File: config.mk
export PLATFORM = sky130hd
export DESIGN_NAME = snoop_bus_ctrl_flat
export DESIGN_NICKNAME = d
export VERILOG_FILES = /design/src/rtl/snoop_bus_ctrl_if.sv /design/src/rtl/snoop_bus_ctrl.sv /design/src/flat_wrapper.sv
export SDC_FILE = /design/constraint.sdc
export NUM_CORES = 1
export LEC_CHECK = 0
export CORE_AREA = 3 3 276 278
export CTS_CLUSTER_SIZE = 8
export DETAILED_ROUTE_END_ITERATION = 6
export DIE_AREA = 0 0 279 281
export PLACE_DENSITY = 0.65
export SLEW_MARGIN = 25
export SYNTH_ARGS = -nofsm -noshare
export SYNTH_HDL_FRONTEND = slang
export SYNTH_SLANG_ARGS = --single-unit
File: constraint.sdc
create_clock -name clk -period 5.4 [get_ports clk]
set_input_delay 1.35 -clock clk [delete_from_list [all_inputs] [get_ports clk]]
set_output_delay 1.35 -clock clk [all_outputs]
set_load 0.05 [all_outputs]
File: src/rtl/snoop_bus_ctrl_if.sv
// Request/grant, snoop response, response queue and memory signals shared by
// the two Dcache controllers, the bus controller and memory.
interface snoop_bus_ctrl_if #(
    parameter int unsigned TAG_W = 56,
    parameter int unsigned IDX_W = 5
);
    logic [1:0]            dctrl_req_en_i;
    logic [1:0][TAG_W-1:0] dctrl_req_tag_i;
    logic [1:0][IDX_W-1:0] dctrl_req_idx_i;
    logic [1:0][63:0]      dctrl_req_data_i;
    logic [1:0][1:0]       dctrl_req_msg_i;
    logic                  bus_req_ack_o;
    logic                  bus_req_id_o;
    logic [TAG_W-1:0]      bus_req_tag_o;
    logic [IDX_W-1:0]      bus_req_idx_o;
    logic [1:0]            bus_req_msg_o;
    logic [1:0]            dctrl_rsp_vld_i;
    logic [1:0][63:0]      dctrl_rsp_data_i;
    logic                  bus_rsp_vld_o;
    logic                  bus_rsp_id_o;
    logic [63:0]           bus_rsp_data_o;
    logic [1:0]            dctrl_rsp_ack_i;
    logic                  mem_rdy_i;
    logic [1:0]            mem_cmd_o;
    logic [63:0]           mem_addr_o;
    logic [63:0]           mem_wr_data_o;
    logic                  mem_rsp_vld_i;
    logic [63:0]           mem_rsp_data_i;
    logic                  rspq_full_o;
    logic                  err_o;

    modport slave (
        input  dctrl_req_en_i, dctrl_req_tag_i, dctrl_req_idx_i, dctrl_req_data_i,
        input  dctrl_req_msg_i, dctrl_rsp_vld_i, dctrl_rsp_data_i, dctrl_rsp_ack_i,
        input  mem_rdy_i, mem_rsp_vld_i, mem_rsp_data_i,
        output bus_req_ack_o, bus_req_id_o, bus_req_tag_o, bus_req_idx_o, bus_req_msg_o,
        output bus_rsp_vld_o, bus_rsp_id_o, bus_rsp_data_o,
        output mem_cmd_o, mem_addr_o, mem_wr_data_o, rspq_full_o, err_o
    );

    modport master (
        output dctrl_req_en_i, dctrl_req_tag_i, dctrl_req_idx_i, dctrl_req_data_i,
        output dctrl_req_msg_i, dctrl_rsp_vld_i, dctrl_rsp_data_i, dctrl_rsp_ack_i,
        output mem_rdy_i, mem_rsp_vld_i, mem_rsp_data_i,
        input  bus_req_ack_o, bus_req_id_o, bus_req_tag_o, bus_req_idx_o, bus_req_msg_o,
        input  bus_rsp_vld_o, bus_rsp_id_o, bus_rsp_data_o,
        input  mem_cmd_o, mem_addr_o, mem_wr_data_o, rspq_full_o, err_o
    );
endinterface

File: src/rtl/snoop_bus_ctrl.sv
// Two-core snooping bus controller: round-robin grant broadcast, memory
// load/store sourcing, and an in-order GET_S response queue.
module snoop_bus_ctrl #(
    parameter int unsigned TAG_W      = 56,
    parameter int unsigned IDX_W      = 5,
    parameter int unsigned RSPQ_DEPTH = 4
) (
    input  logic             clk,
    input  logic             rst,
    snoop_bus_ctrl_if.slave  bus
);
    localparam int unsigned PTR_W = $clog2(RSPQ_DEPTH);
    localparam int unsigned CNT_W = PTR_W + 1;

    typedef enum logic [1:0] {
        MSG_NONE  = 2'd0,
        MSG_GET_S = 2'd1,
        MSG_GET_M = 2'd2,
        MSG_PUT_M = 2'd3
    } message_t;

    typedef enum logic [1:0] {
        CMD_NONE  = 2'd0,
        CMD_LOAD  = 2'd1,
        CMD_STORE = 2'd2
    } mem_cmd_t;

    typedef struct packed {
        logic        id;
        logic        rdy;
        logic        wait_mem;
        logic [63:0] data;
    } rspq_entry_t;

    rspq_entry_t      q     [RSPQ_DEPTH];
    rspq_entry_t      q_nxt [RSPQ_DEPTH];
    logic [PTR_W-1:0] head, head_nxt, tail, tail_nxt;
    logic [CNT_W-1:0] count, count_nxt;
    logic             rr, rr_nxt;
    logic             err, err_nxt;

    logic [1:0]       elig;
    logic             grant, gid, peer_hit, push, pop, full;
    message_t         gmsg;
    logic             fill_hit;
    logic [PTR_W-1:0] fill_ptr, scan_ptr;

    // Queue/pointer/arbiter state; everything clears on reset
    always_ff @(posedge clk) begin
        if (!rst) begin
            for (int i = 0; i < RSPQ_DEPTH; i++) q[i] <= '0;
            head  <= '0;
            tail  <= '0;
            count <= '0;
            rr    <= 1'b0;
            err   <= 1'b0;
        end else begin
            for (int i = 0; i < RSPQ_DEPTH; i++) q[i] <= q_nxt[i];
            head  <= head_nxt;
            tail  <= tail_nxt;
            count <= count_nxt;
            rr    <= rr_nxt;
            err   <= err_nxt;
        end
    end

    // Arbitration, broadcast, memory command and queue next-state
    always_comb begin
        elig      = 2'b00;
        full      = (count == CNT_W'(RSPQ_DEPTH));
        grant     = 1'b0;
        gid       = 1'b0;
        gmsg      = MSG_NONE;
        peer_hit  = 1'b0;
        push      = 1'b0;
        pop       = 1'b0;
        fill_hit  = 1'b0;
        fill_ptr  = '0;
        scan_ptr  = '0;
        q_nxt     = q;
        head_nxt  = head;
        tail_nxt  = tail;
        count_nxt = count;
        rr_nxt    = rr;
        err_nxt   = err;

        bus.bus_req_ack_o  = 1'b0;
        bus.bus_req_id_o   = 1'b0;
        bus.bus_req_tag_o  = '0;
        bus.bus_req_idx_o  = '0;
        bus.bus_req_msg_o  = MSG_NONE;
        bus.mem_cmd_o      = CMD_NONE;
        bus.mem_addr_o     = '0;
        bus.mem_wr_data_o  = '0;

        // Eligibility uses the registered full flag, so a pop never opens a GET_S slot early
        for (int c = 0; c < 2; c++) begin
            if (rst && bus.dctrl_req_en_i[c]) begin
                unique case (message_t'(bus.dctrl_req_msg_i[c]))
                    MSG_GET_M: elig[c] = 1'b1;
                    MSG_PUT_M: elig[c] = bus.mem_rdy_i;
                    MSG_GET_S: elig[c] = bus.mem_rdy_i && !full;
                    default:   elig[c] = 1'b0;
                endcase
            end
        end

        grant = |elig;
        gid   = (elig == 2'b11) ? ~rr : elig[1];

        if (grant) begin
            gmsg     = message_t'(bus.dctrl_req_msg_i[gid]);
            peer_hit = bus.dctrl_rsp_vld_i[~gid];
            rr_nxt   = gid;
            bus.bus_req_ack_o = 1'b1;
            bus.bus_req_id_o  = gid;
            bus.bus_req_tag_o = bus.dctrl_req_tag_i[gid];
            bus.bus_req_idx_o = bus.dctrl_req_idx_i[gid];
            bus.bus_req_msg_o = gmsg;
            if (gmsg == MSG_PUT_M || gmsg == MSG_GET_S)
                bus.mem_addr_o = 64'({bus.dctrl_req_tag_i[gid], bus.dctrl_req_idx_i[gid], 3'b000});
            if (gmsg == MSG_PUT_M) begin
                bus.mem_cmd_o     = CMD_STORE;
                bus.mem_wr_data_o = bus.dctrl_req_data_i[gid];
            end else if (gmsg == MSG_GET_S) begin
                push = 1'b1;
                if (peer_hit) begin
                    bus.mem_cmd_o     = CMD_STORE;
                    bus.mem_wr_data_o = bus.dctrl_rsp_data_i[~gid];
                end else begin
                    bus.mem_cmd_o = CMD_LOAD;
                end
            end
        end

        // Loads return in order, so the oldest waiting entry owns the memory data
        for (int i = 0; i < RSPQ_DEPTH; i++) begin
            scan_ptr = head + PTR_W'(i);
            if (!fill_hit && (CNT_W'(i) < count) && q[scan_ptr].wait_mem) begin
                fill_hit = 1'b1;
                fill_ptr = scan_ptr;
            end
        end
        if (bus.mem_rsp_vld_i) begin
            if (fill_hit) begin
                q_nxt[fill_ptr].data     = bus.mem_rsp_data_i;
                q_nxt[fill_ptr].rdy      = 1'b1;
                q_nxt[fill_ptr].wait_mem = 1'b0;
            end else begin
                err_nxt = 1'b1;
            end
        end

        bus.bus_rsp_vld_o  = (count != '0) && q[head].rdy;
        bus.bus_rsp_id_o   = q[head].id;
        bus.bus_rsp_data_o = q[head].data;
        pop = bus.bus_rsp_vld_o && bus.dctrl_rsp_ack_i[q[head].id];

        if (push) begin
            q_nxt[tail].id       = gid;
            q_nxt[tail].rdy      = peer_hit;
            q_nxt[tail].wait_mem = !peer_hit;
            q_nxt[tail].data     = peer_hit ? bus.dctrl_rsp_data_i[~gid] : 64'd0;
            tail_nxt             = tail + PTR_W'(1);
        end
        if (pop) begin
            q_nxt[head].rdy = 1'b0;
            head_nxt        = head + PTR_W'(1);
        end
        count_nxt = count + CNT_W'(push) - CNT_W'(pop);

        bus.rspq_full_o = full;
        bus.err_o       = err;
    end
endmodule
File: src/flat_wrapper.sv
// flat-port wrapper written by rule: the top's interface ports become plain ports
module snoop_bus_ctrl_flat 
#(
    parameter int unsigned TAG_W      = 56,
    parameter int unsigned IDX_W      = 5,
    parameter int unsigned RSPQ_DEPTH = 4
)
  (clk, rst, bus_dctrl_req_en_i, bus_dctrl_req_tag_i, bus_dctrl_req_idx_i, bus_dctrl_req_data_i, bus_dctrl_req_msg_i, bus_dctrl_rsp_vld_i, bus_dctrl_rsp_data_i, bus_dctrl_rsp_ack_i, bus_mem_rdy_i, bus_mem_rsp_vld_i, bus_mem_rsp_data_i, bus_bus_req_ack_o, bus_bus_req_id_o, bus_bus_req_tag_o, bus_bus_req_idx_o, bus_bus_req_msg_o, bus_bus_rsp_vld_o, bus_bus_rsp_id_o, bus_bus_rsp_data_o, bus_mem_cmd_o, bus_mem_addr_o, bus_mem_wr_data_o, bus_rspq_full_o, bus_err_o);
  snoop_bus_ctrl_if #(.TAG_W(TAG_W), .IDX_W(IDX_W)) bus_i ();
  input  logic clk;
  input  logic rst;
  input wire logic [$bits(bus_i.dctrl_req_en_i)-1:0] bus_dctrl_req_en_i;
  input wire logic [$bits(bus_i.dctrl_req_tag_i)-1:0] bus_dctrl_req_tag_i;
  input wire logic [$bits(bus_i.dctrl_req_idx_i)-1:0] bus_dctrl_req_idx_i;
  input wire logic [$bits(bus_i.dctrl_req_data_i)-1:0] bus_dctrl_req_data_i;
  input wire logic [$bits(bus_i.dctrl_req_msg_i)-1:0] bus_dctrl_req_msg_i;
  input wire logic [$bits(bus_i.dctrl_rsp_vld_i)-1:0] bus_dctrl_rsp_vld_i;
  input wire logic [$bits(bus_i.dctrl_rsp_data_i)-1:0] bus_dctrl_rsp_data_i;
  input wire logic [$bits(bus_i.dctrl_rsp_ack_i)-1:0] bus_dctrl_rsp_ack_i;
  input wire logic [$bits(bus_i.mem_rdy_i)-1:0] bus_mem_rdy_i;
  input wire logic [$bits(bus_i.mem_rsp_vld_i)-1:0] bus_mem_rsp_vld_i;
  input wire logic [$bits(bus_i.mem_rsp_data_i)-1:0] bus_mem_rsp_data_i;
  output wire logic [$bits(bus_i.bus_req_ack_o)-1:0] bus_bus_req_ack_o;
  output wire logic [$bits(bus_i.bus_req_id_o)-1:0] bus_bus_req_id_o;
  output wire logic [$bits(bus_i.bus_req_tag_o)-1:0] bus_bus_req_tag_o;
  output wire logic [$bits(bus_i.bus_req_idx_o)-1:0] bus_bus_req_idx_o;
  output wire logic [$bits(bus_i.bus_req_msg_o)-1:0] bus_bus_req_msg_o;
  output wire logic [$bits(bus_i.bus_rsp_vld_o)-1:0] bus_bus_rsp_vld_o;
  output wire logic [$bits(bus_i.bus_rsp_id_o)-1:0] bus_bus_rsp_id_o;
  output wire logic [$bits(bus_i.bus_rsp_data_o)-1:0] bus_bus_rsp_data_o;
  output wire logic [$bits(bus_i.mem_cmd_o)-1:0] bus_mem_cmd_o;
  output wire logic [$bits(bus_i.mem_addr_o)-1:0] bus_mem_addr_o;
  output wire logic [$bits(bus_i.mem_wr_data_o)-1:0] bus_mem_wr_data_o;
  output wire logic [$bits(bus_i.rspq_full_o)-1:0] bus_rspq_full_o;
  output wire logic [$bits(bus_i.err_o)-1:0] bus_err_o;
  assign bus_i.dctrl_req_en_i = bus_dctrl_req_en_i;
  assign bus_i.dctrl_req_tag_i = bus_dctrl_req_tag_i;
  assign bus_i.dctrl_req_idx_i = bus_dctrl_req_idx_i;
  assign bus_i.dctrl_req_data_i = bus_dctrl_req_data_i;
  assign bus_i.dctrl_req_msg_i = bus_dctrl_req_msg_i;
  assign bus_i.dctrl_rsp_vld_i = bus_dctrl_rsp_vld_i;
  assign bus_i.dctrl_rsp_data_i = bus_dctrl_rsp_data_i;
  assign bus_i.dctrl_rsp_ack_i = bus_dctrl_rsp_ack_i;
  assign bus_i.mem_rdy_i = bus_mem_rdy_i;
  assign bus_i.mem_rsp_vld_i = bus_mem_rsp_vld_i;
  assign bus_i.mem_rsp_data_i = bus_mem_rsp_data_i;
  assign bus_bus_req_ack_o = bus_i.bus_req_ack_o;
  assign bus_bus_req_id_o = bus_i.bus_req_id_o;
  assign bus_bus_req_tag_o = bus_i.bus_req_tag_o;
  assign bus_bus_req_idx_o = bus_i.bus_req_idx_o;
  assign bus_bus_req_msg_o = bus_i.bus_req_msg_o;
  assign bus_bus_rsp_vld_o = bus_i.bus_rsp_vld_o;
  assign bus_bus_rsp_id_o = bus_i.bus_rsp_id_o;
  assign bus_bus_rsp_data_o = bus_i.bus_rsp_data_o;
  assign bus_mem_cmd_o = bus_i.mem_cmd_o;
  assign bus_mem_addr_o = bus_i.mem_addr_o;
  assign bus_mem_wr_data_o = bus_i.mem_wr_data_o;
  assign bus_rspq_full_o = bus_i.rspq_full_o;
  assign bus_err_o = bus_i.err_o;
  snoop_bus_ctrl #(.TAG_W(TAG_W), .IDX_W(IDX_W), .RSPQ_DEPTH(RSPQ_DEPTH)) u_core (.clk(clk), .rst(rst), .bus(bus_i));
endmodule
==> results of run 1 <==
==> through the flow <==
stage / instance area (um^2) / setup slack [ns]
after floorplan: 21800 / -0.0792
after global placement: 33000 / -0.457
after detailed placement: 33000 / -0.432
after CTS: 34100 / 0.0202
after global routing: 34200 / 0.00611
final: 34200 / 0.101
==> worst max-delay path, stage by stage <==
cell	delay, ns
clkdlybuf4s50_1	0.52
inv_1	0.07
a211o_1	0.29
a21o_4	0.22
inv_6	0.11
buf_4	0.23
buf_12	0.20
buf_4	0.17
nand2_1	0.07
a21oi_2	0.32
and2_1	0.23
buf_12	0.15
==> per-layer routing <==
| layer | GRT usage | wire length (um) |
|---|---|---|
| met2 | 0.461 | 55200 |
| met4 | 0.110 | 4350 |
| met3 | 0.0395 | 7170 |
| met1 | 0.331 | 44800 |
| met5 | 0 | 0 |
==> state kept, by name (all words and copies together), names as in the netlist, named ones only <==
signal	flops
u_core.q	264
u_core.count	3
u_core.head	2
u_core.tail	2
u_core.bus.err_o	1
u_core.rr	1
==> worst max path at each step <==
stage                                 startpoint               endpoint  slack (ns)  depth (start not counted)
after global routing      bus_dctrl_req_msg_i[3]   bus_mem_wr_data_o[0]       0.006                         11
after detailed placement           bus_mem_rdy_i  bus_mem_wr_data_o[22]       -0.43                         13
after floorplan                              rst     bus_mem_addr_o[59]       -0.08                         12
after global placement             bus_mem_rdy_i  bus_mem_wr_data_o[48]       -0.46                         11
after CTS                 bus_dctrl_req_msg_i[1]     bus_mem_addr_o[22]        0.02                         13
final                     bus_dctrl_req_msg_i[3]     bus_mem_addr_o[24]        0.10                         12
==> synth_stat cells (11+ instances only) <==
cell type	number	area, um^2
ha_1	12	150
or3_1	64	400
nor2_1	11	41.3
o311a_1	260	2600
mux4_2	68	1530
o2111ai_1	256	2240
nand3_1	75	375
clkbuf_1	265	995
mux2_2	70	788
nand2_1	139	522
mux2i_1	71	711
buf_1	40	150
buf_2	73	365
inv_1	12	45.0
a21oi_1	135	676
dfxtp_1	277	5550
and3_1	256	1600
a21boi_0	257	1930
and2_1	74	463
==> layout make-up <==
type / count / share of cell area
diodes: 10 / 0.000731
clock buffers: 46 / 0.0308
clock inverters: 2 / 0.000293
inverters: 14 / 0.00190
multi-input cells: 1795 / 0.435
flip-flops and latches: 277 / 0.162
well taps: 969 / 0.0354
repair buffers: 990 / 0.333
==> power by group through the flow <==
| stage | Combinational, uW | Sequential, uW | Clock (uW) |
|---|---|---|---|
| global route | 2240 | 2090 | 2420 |
| CTS | 2150 | 2090 | 2350 |
| finish | 2160 | 2090 | 2300 |
| detailed placement | 2130 | 2130 | 0 |
| global placement | 2130 | 2130 | 0 |
| floorplan | 922 | 2130 | 0 |
==> cell families after synthesis <==
logic type	share of synthesized area
buffers and inverters	0.0750
and+or+nand+nor	0.163
xor gates and xnor gates	0.000813
adders and majority gates	0.00789
other	0.000174
AOI/OAI and AO/OA	0.355
muxes	0.142
DFF	0.257
==> what timing repair did <==
action | 4_1_cts | 5_1_grt
gates cloned | 0 | 0
buffers inserted | 1 | 0
resized for setup | 13 | 6
pin swaps | 2 | 1
endpoints found under the setup margin | 94 | 66
==> flow_metrics.tcl, run 1 <==
set metrics [dict create \
    clock_latency_ns 0.55 \
    multi_input_area_mm2 0.0149 \
    syn_avg_cell_area_um2 8.73 \
    fin_tns_setup_ns 0 \
    grt_antenna_before_repair 11 \
    setup_viol 0 \
    hpwl_um 76600 \
    critPathArrivalTime_ns 3.95 \
    nNetsFinal 3588 \
    timing.rr.end "u_core.q[15]$_SDFF_PN0_" \
    finalNonFillerCells 4103 \
    synthArstFlopShare 0 \
    routedWlPerCell_um 27.2 \
    die_area_mm2 0.0784 \
    startpoint_type "input port" \
    p_int_uw 4400 \
    seqPwrFrac 0.320 \
    maxCapViolCount 0 \
    layout_commonest_cell "clkdlybuf4s50_1" \
    pwr-share-comb 0.329 \
    cts_root_buffer "clkbuf_16" \
    fmax_mhz 189 \
    grt_start_max_net_pins 151 \
    reg2reg_depth 8 \
    place.gp.congestion 0.922 \
    hold_path_depth 2 \
    grt_pass1_wl_um 161000 \
    power_frac_clock 0.351 \
    cp.required_ns 4.05 \
    drv_slew 0 \
    leakage_uw 0.0139 \
    reg2reg_from "u_core.head[1]$_SDFFE_PN0P_" \
    wl_um 112000 \
    dieHeight_um 281 \
    endpoint_kind "primary output" \
    place_inst 4043 \
    utilization 0.461 \
    outcome "finished, final reports clean" \
    clock-sinks 277 \
    dieWidth_um 279 \
    power.density_mw_per_mm2 192 \
    first_iter_violations 2387 \
    final.fill_count 6958 \
    synth_ff_type "dfxtp_1" \
    netlist_instances 2469 \
    cts_hold_buf 0 \
    ys_seq_area_frac 0.257 \
    htreeDepth 2 \
    clk_pin_slew_ns 0.05 \
    firstDrtPassIters 5 \
    grtUsageTotal 0.266 \
    p_sw_frac 0.329 \
    ios 719 \
    remaining_drc_errors 0 \
    synth_cell_types 51 \
    rsz0062_at_grt "false" \
    worst-setup-path-type "input port to primary output" \
    cts_tree "done" \
    whs_ns 0.482 \
    period_share 0.981 \
    cts_buffers 41 \
    yosysWarnings 0 \
    cts.path.max_buffers 3 \
    hold_violations 0 \
    p_total_uw 6550 \
    core_area_mm2 0.0742 \
    grt-ovfl-total 0 \
    viasPerCell 6.01 \
    area_growth_pct 58.7 \
    finClkSkew_ns 0.0177 \
    ys_ff_latch 277 \
    num_rows 100 \
    hp-class "flop to flop" \
    io_buffers 715 \
    num_vias 24667 \
    worstMarginPinSlew_ns 1.11 \
    min_period_ns 5.30 \
    drive_gt1_frac 0.238 \
    ir_worst_vdd_uv 168 \
    synth_edf_count 0 \
    final_cell_mix "clkdlybuf4s50_1 (517), dfxtp_1 (275), o311a_1 (260)" \
    grt_pass1_vias 23999 \
    antenna_left 0 \
    reg2reg_slack_ns 1.36 \
    slew-limit-headroom 0.261 \
    power.switching_uw 2150 \
    cp_max_fo 25 \
    syn_area_mm2 0.0216 \
    ff_latch_area_mm2 0.00555 \
    start_util 0.291 \
]
Power figures use the tool's default switching activity.
==> inputs of run 2 (changes only) <==
CORE_AREA = 3 3 281 283   (was 3 3 276 278)
DIE_AREA = 0 0 284 286   (was 0 0 279 281)
GPL_ROUTABILITY_DRIVEN = 0   (was unset)
PLACE_DENSITY = 0.63   (was 0.65)
SETUP_SLACK_MARGIN = 0.1   (was unset)
clock period = 6.15 ns   (was 5.4 ns; I/O delays follow)
==> run 2 against run 1 <==
Compared with the run above:
- the run now ends with max-slew violations left
- die area up 3.6%
- wire length up 1.9%
- non-clock buffer count down 85
- final area decreased by 3.4%
- hold slack got worse by 0.0047 ns
- clock skew is 0.0056 ns higher
- largest cell class unchanged
- cell count fell by 0.17%
- sequential share of layout area up 0.57 points
- utilization is 3.2 points lower
==> flow_metrics.tcl, run 2 (synthesis gave the netlist of run 1 again) <==
set metrics [dict create \
    layout_commonest_cell "clkdlybuf4s50_1" \
    drv_slew 100 \
    reg2reg_depth 8 \
    grt_pass1_wl_um 165000 \
    top_register "u_core.q" \
    slowest_delay_ns 0.57 \
    leakage_uw 0.0134 \
    p_int_uw 3850 \
    violations "max-slew violations" \
    reg2reg_slack_ns 1.50 \
    place_area_mm2 0.0318 \
    drive_gt1_frac 0.196 \
    core_area_mm2 0.0770 \
    top_layer_used "met4" \
    cts.path.max_buffers 3 \
    nNetsFinal 3503 \
    place_ws_ns -0.108 \
    worstMarginPinSlew_ns 1.62 \
    num_rows 102 \
    met2_length_um 57300 \
    outcome "finished, violations left" \
    final_area_mm2 0.0331 \
    viasPerCell 6.01 \
    cts_setup_buffers 0 \
    cts_hold_buf 0 \
    die_area_mm2 0.0812 \
    min_period_ns 5.96 \
    wl_um 114000 \
    power.density_mw_per_mm2 173 \
    clk_pin_slew_ns 0.06 \
    clock_latency_ns 0.55 \
    maxCapViolCount 0 \
    start_util 0.280 \
    slew-limit-headroom -0.0780 \
    first_iter_violations 2090 \
    period_share 0.969 \
    power_frac_clock 0.369 \
    path_buf_inv 4 \
    grt_antenna_before_repair 14 \
    htreeDepth 2 \
    crit_top_cell "buf_12" \
    hold_path_depth 2 \
    final_cell_mix "clkdlybuf4s50_1 (522), dfxtp_1 (275), o311a_1 (260)" \
    hold_violations 0 \
    antenna_left 0 \
    dieWidth_um 284 \
    p_sw_frac 0.329 \
    largest_register_ffs 264 \
    cts_root_buffer "clkbuf_16" \
    worst-setup-path-type "input port to primary output" \
    grt_pass1_vias 24339 \
    grt_start_max_net_pins 259 \
    clock-sinks 277 \
    ir_worst_vdd_uv 180 \
    startpoint_type "input port" \
    power.switching_uw 1880 \
    utilization 0.430 \
    cp.required_ns 4.61 \
    path_delay_family "buffers and inverters" \
    timing.rr.end "u_core.q[42]$_SDFF_PN0_" \
    whs_ns 0.478 \
    met3_length_um 7950 \
    num_vias 24607 \
    grtUsageTotal 0.263 \
    cts_buffers 41 \
    routedWlPerCell_um 27.7 \
    endpoint_kind "primary output" \
    reg2reg_from "u_core.head[0]$_SDFFE_PN0P_" \
    fmax_mhz 168 \
    critPathArrivalTime_ns 4.42 \
    io_buffers 715 \
    finClkSkew_ns 0.0233 \
    seqPwrFrac 0.321 \
    rsz0062_at_grt "false" \
    remaining_drc_errors 0 \
    area_growth_pct 53.3 \
    hpwl_um 76400 \
    top_regs "u_core.q (264), u_core.count (3)" \
    p_total_uw 5730 \
    grt-ovfl-total 0 \
    cp_max_fo 64 \
    dieHeight_um 286 \
    firstDrtPassIters 6 \
    pwr-share-comb 0.310 \
    crit_chain "clkdlybuf4s50_1 > nor2b_1 > nor4_4 > a21o_4 > inv_6 > mux2i_4 > buf_12 > or3_1 > a21oi_1 > buf_12" \
    crit_cells 10 \
    hp-class "flop to flop" \
    critPathSlowestCell "clkdlybuf4s50_1" \
    cts_tree "done" \
    ios 719 \
    crit_start "bus_mem_rdy_i" \
    met1_length_um 44100 \
    setup_viol 0 \
    setup_ws_ns 0.189 \
]
## run 2: cell count changes in the layout (fill, tap and decap cells not counted), sizes merged
cell           before  now
inv                14   15
clkbuf             47   51
clkdlybuf4s50     517  522
clkdlybuf4s15       1    0
dlygate4sd2         2    0
dlymetal6s2s        2    0
clkinv              2    1
diode              10   13
buf               467  382
## run 2: worst min-delay path: stages (launching register included)
cell	delay, ns
dfxtp_1	0.31
o21ai_0	0.06
a21oi_1	0.06
## run 2: stage by stage
stage | TNS [ns] | cells
floorplan | 0 | 2471
global route | 0 | 4095
finish | 0 | 4096
detailed placement | -0.340 | 4029
CTS | 0 | 4081
global placement | -0.252 | 4029
## run 2: cell type report
class                   instances  area, um^2
multi-input cells            1795       14600
inverters                      14        65.1
clock buffers                  50        1120
diodes                         13        32.5
repair buffers                905       10400
flip-flops and latches        277        5550
clock inverters                 2        13.8
fillers                      7413       43900
well taps                    1040        1300
## run 2: repair_timing
action | 4_1_cts | 5_1_grt
endpoints found under the hold margin | 0 | 0
gates cloned | 0 | 0
setup endpoints to repair | 80 | 3
gates resized for setup | 3 | 1
## run 2: metal layers
| metal | vias up | global-route usage |
|---|---|---|
| li1 | 11011 | - |
| met1 | 12260 | 0.317 |
| met2 | 1168 | 0.460 |
| met3 | 168 | 0.0508 |
| met4 | 0 | 0.110 |
| met5 | - | 0 |
## run 2: worst max path at each step
stage,slack [ns],endpoint
after floorplan,0.13,bus_mem_addr_o[54]
after global placement,-0.09,bus_mem_addr_o[19]
after detailed placement,-0.11,bus_mem_wr_data_o[23]
after CTS,0.17,bus_mem_wr_data_o[23]
after global routing,0.12,bus_mem_wr_data_o[46]
final,0.19,bus_mem_wr_data_o[46]
## run 2: power groups by stage
stage                     Combinational, uW  Sequential, uW  Clock, uW
final                                  1780            1840       2120
after global placement                 1760            1870          0
after floorplan                         789            1870          0
after global routing                   1840            1840       2240
after detailed placement               1760            1880          0
after CTS                              1770            1840       2170
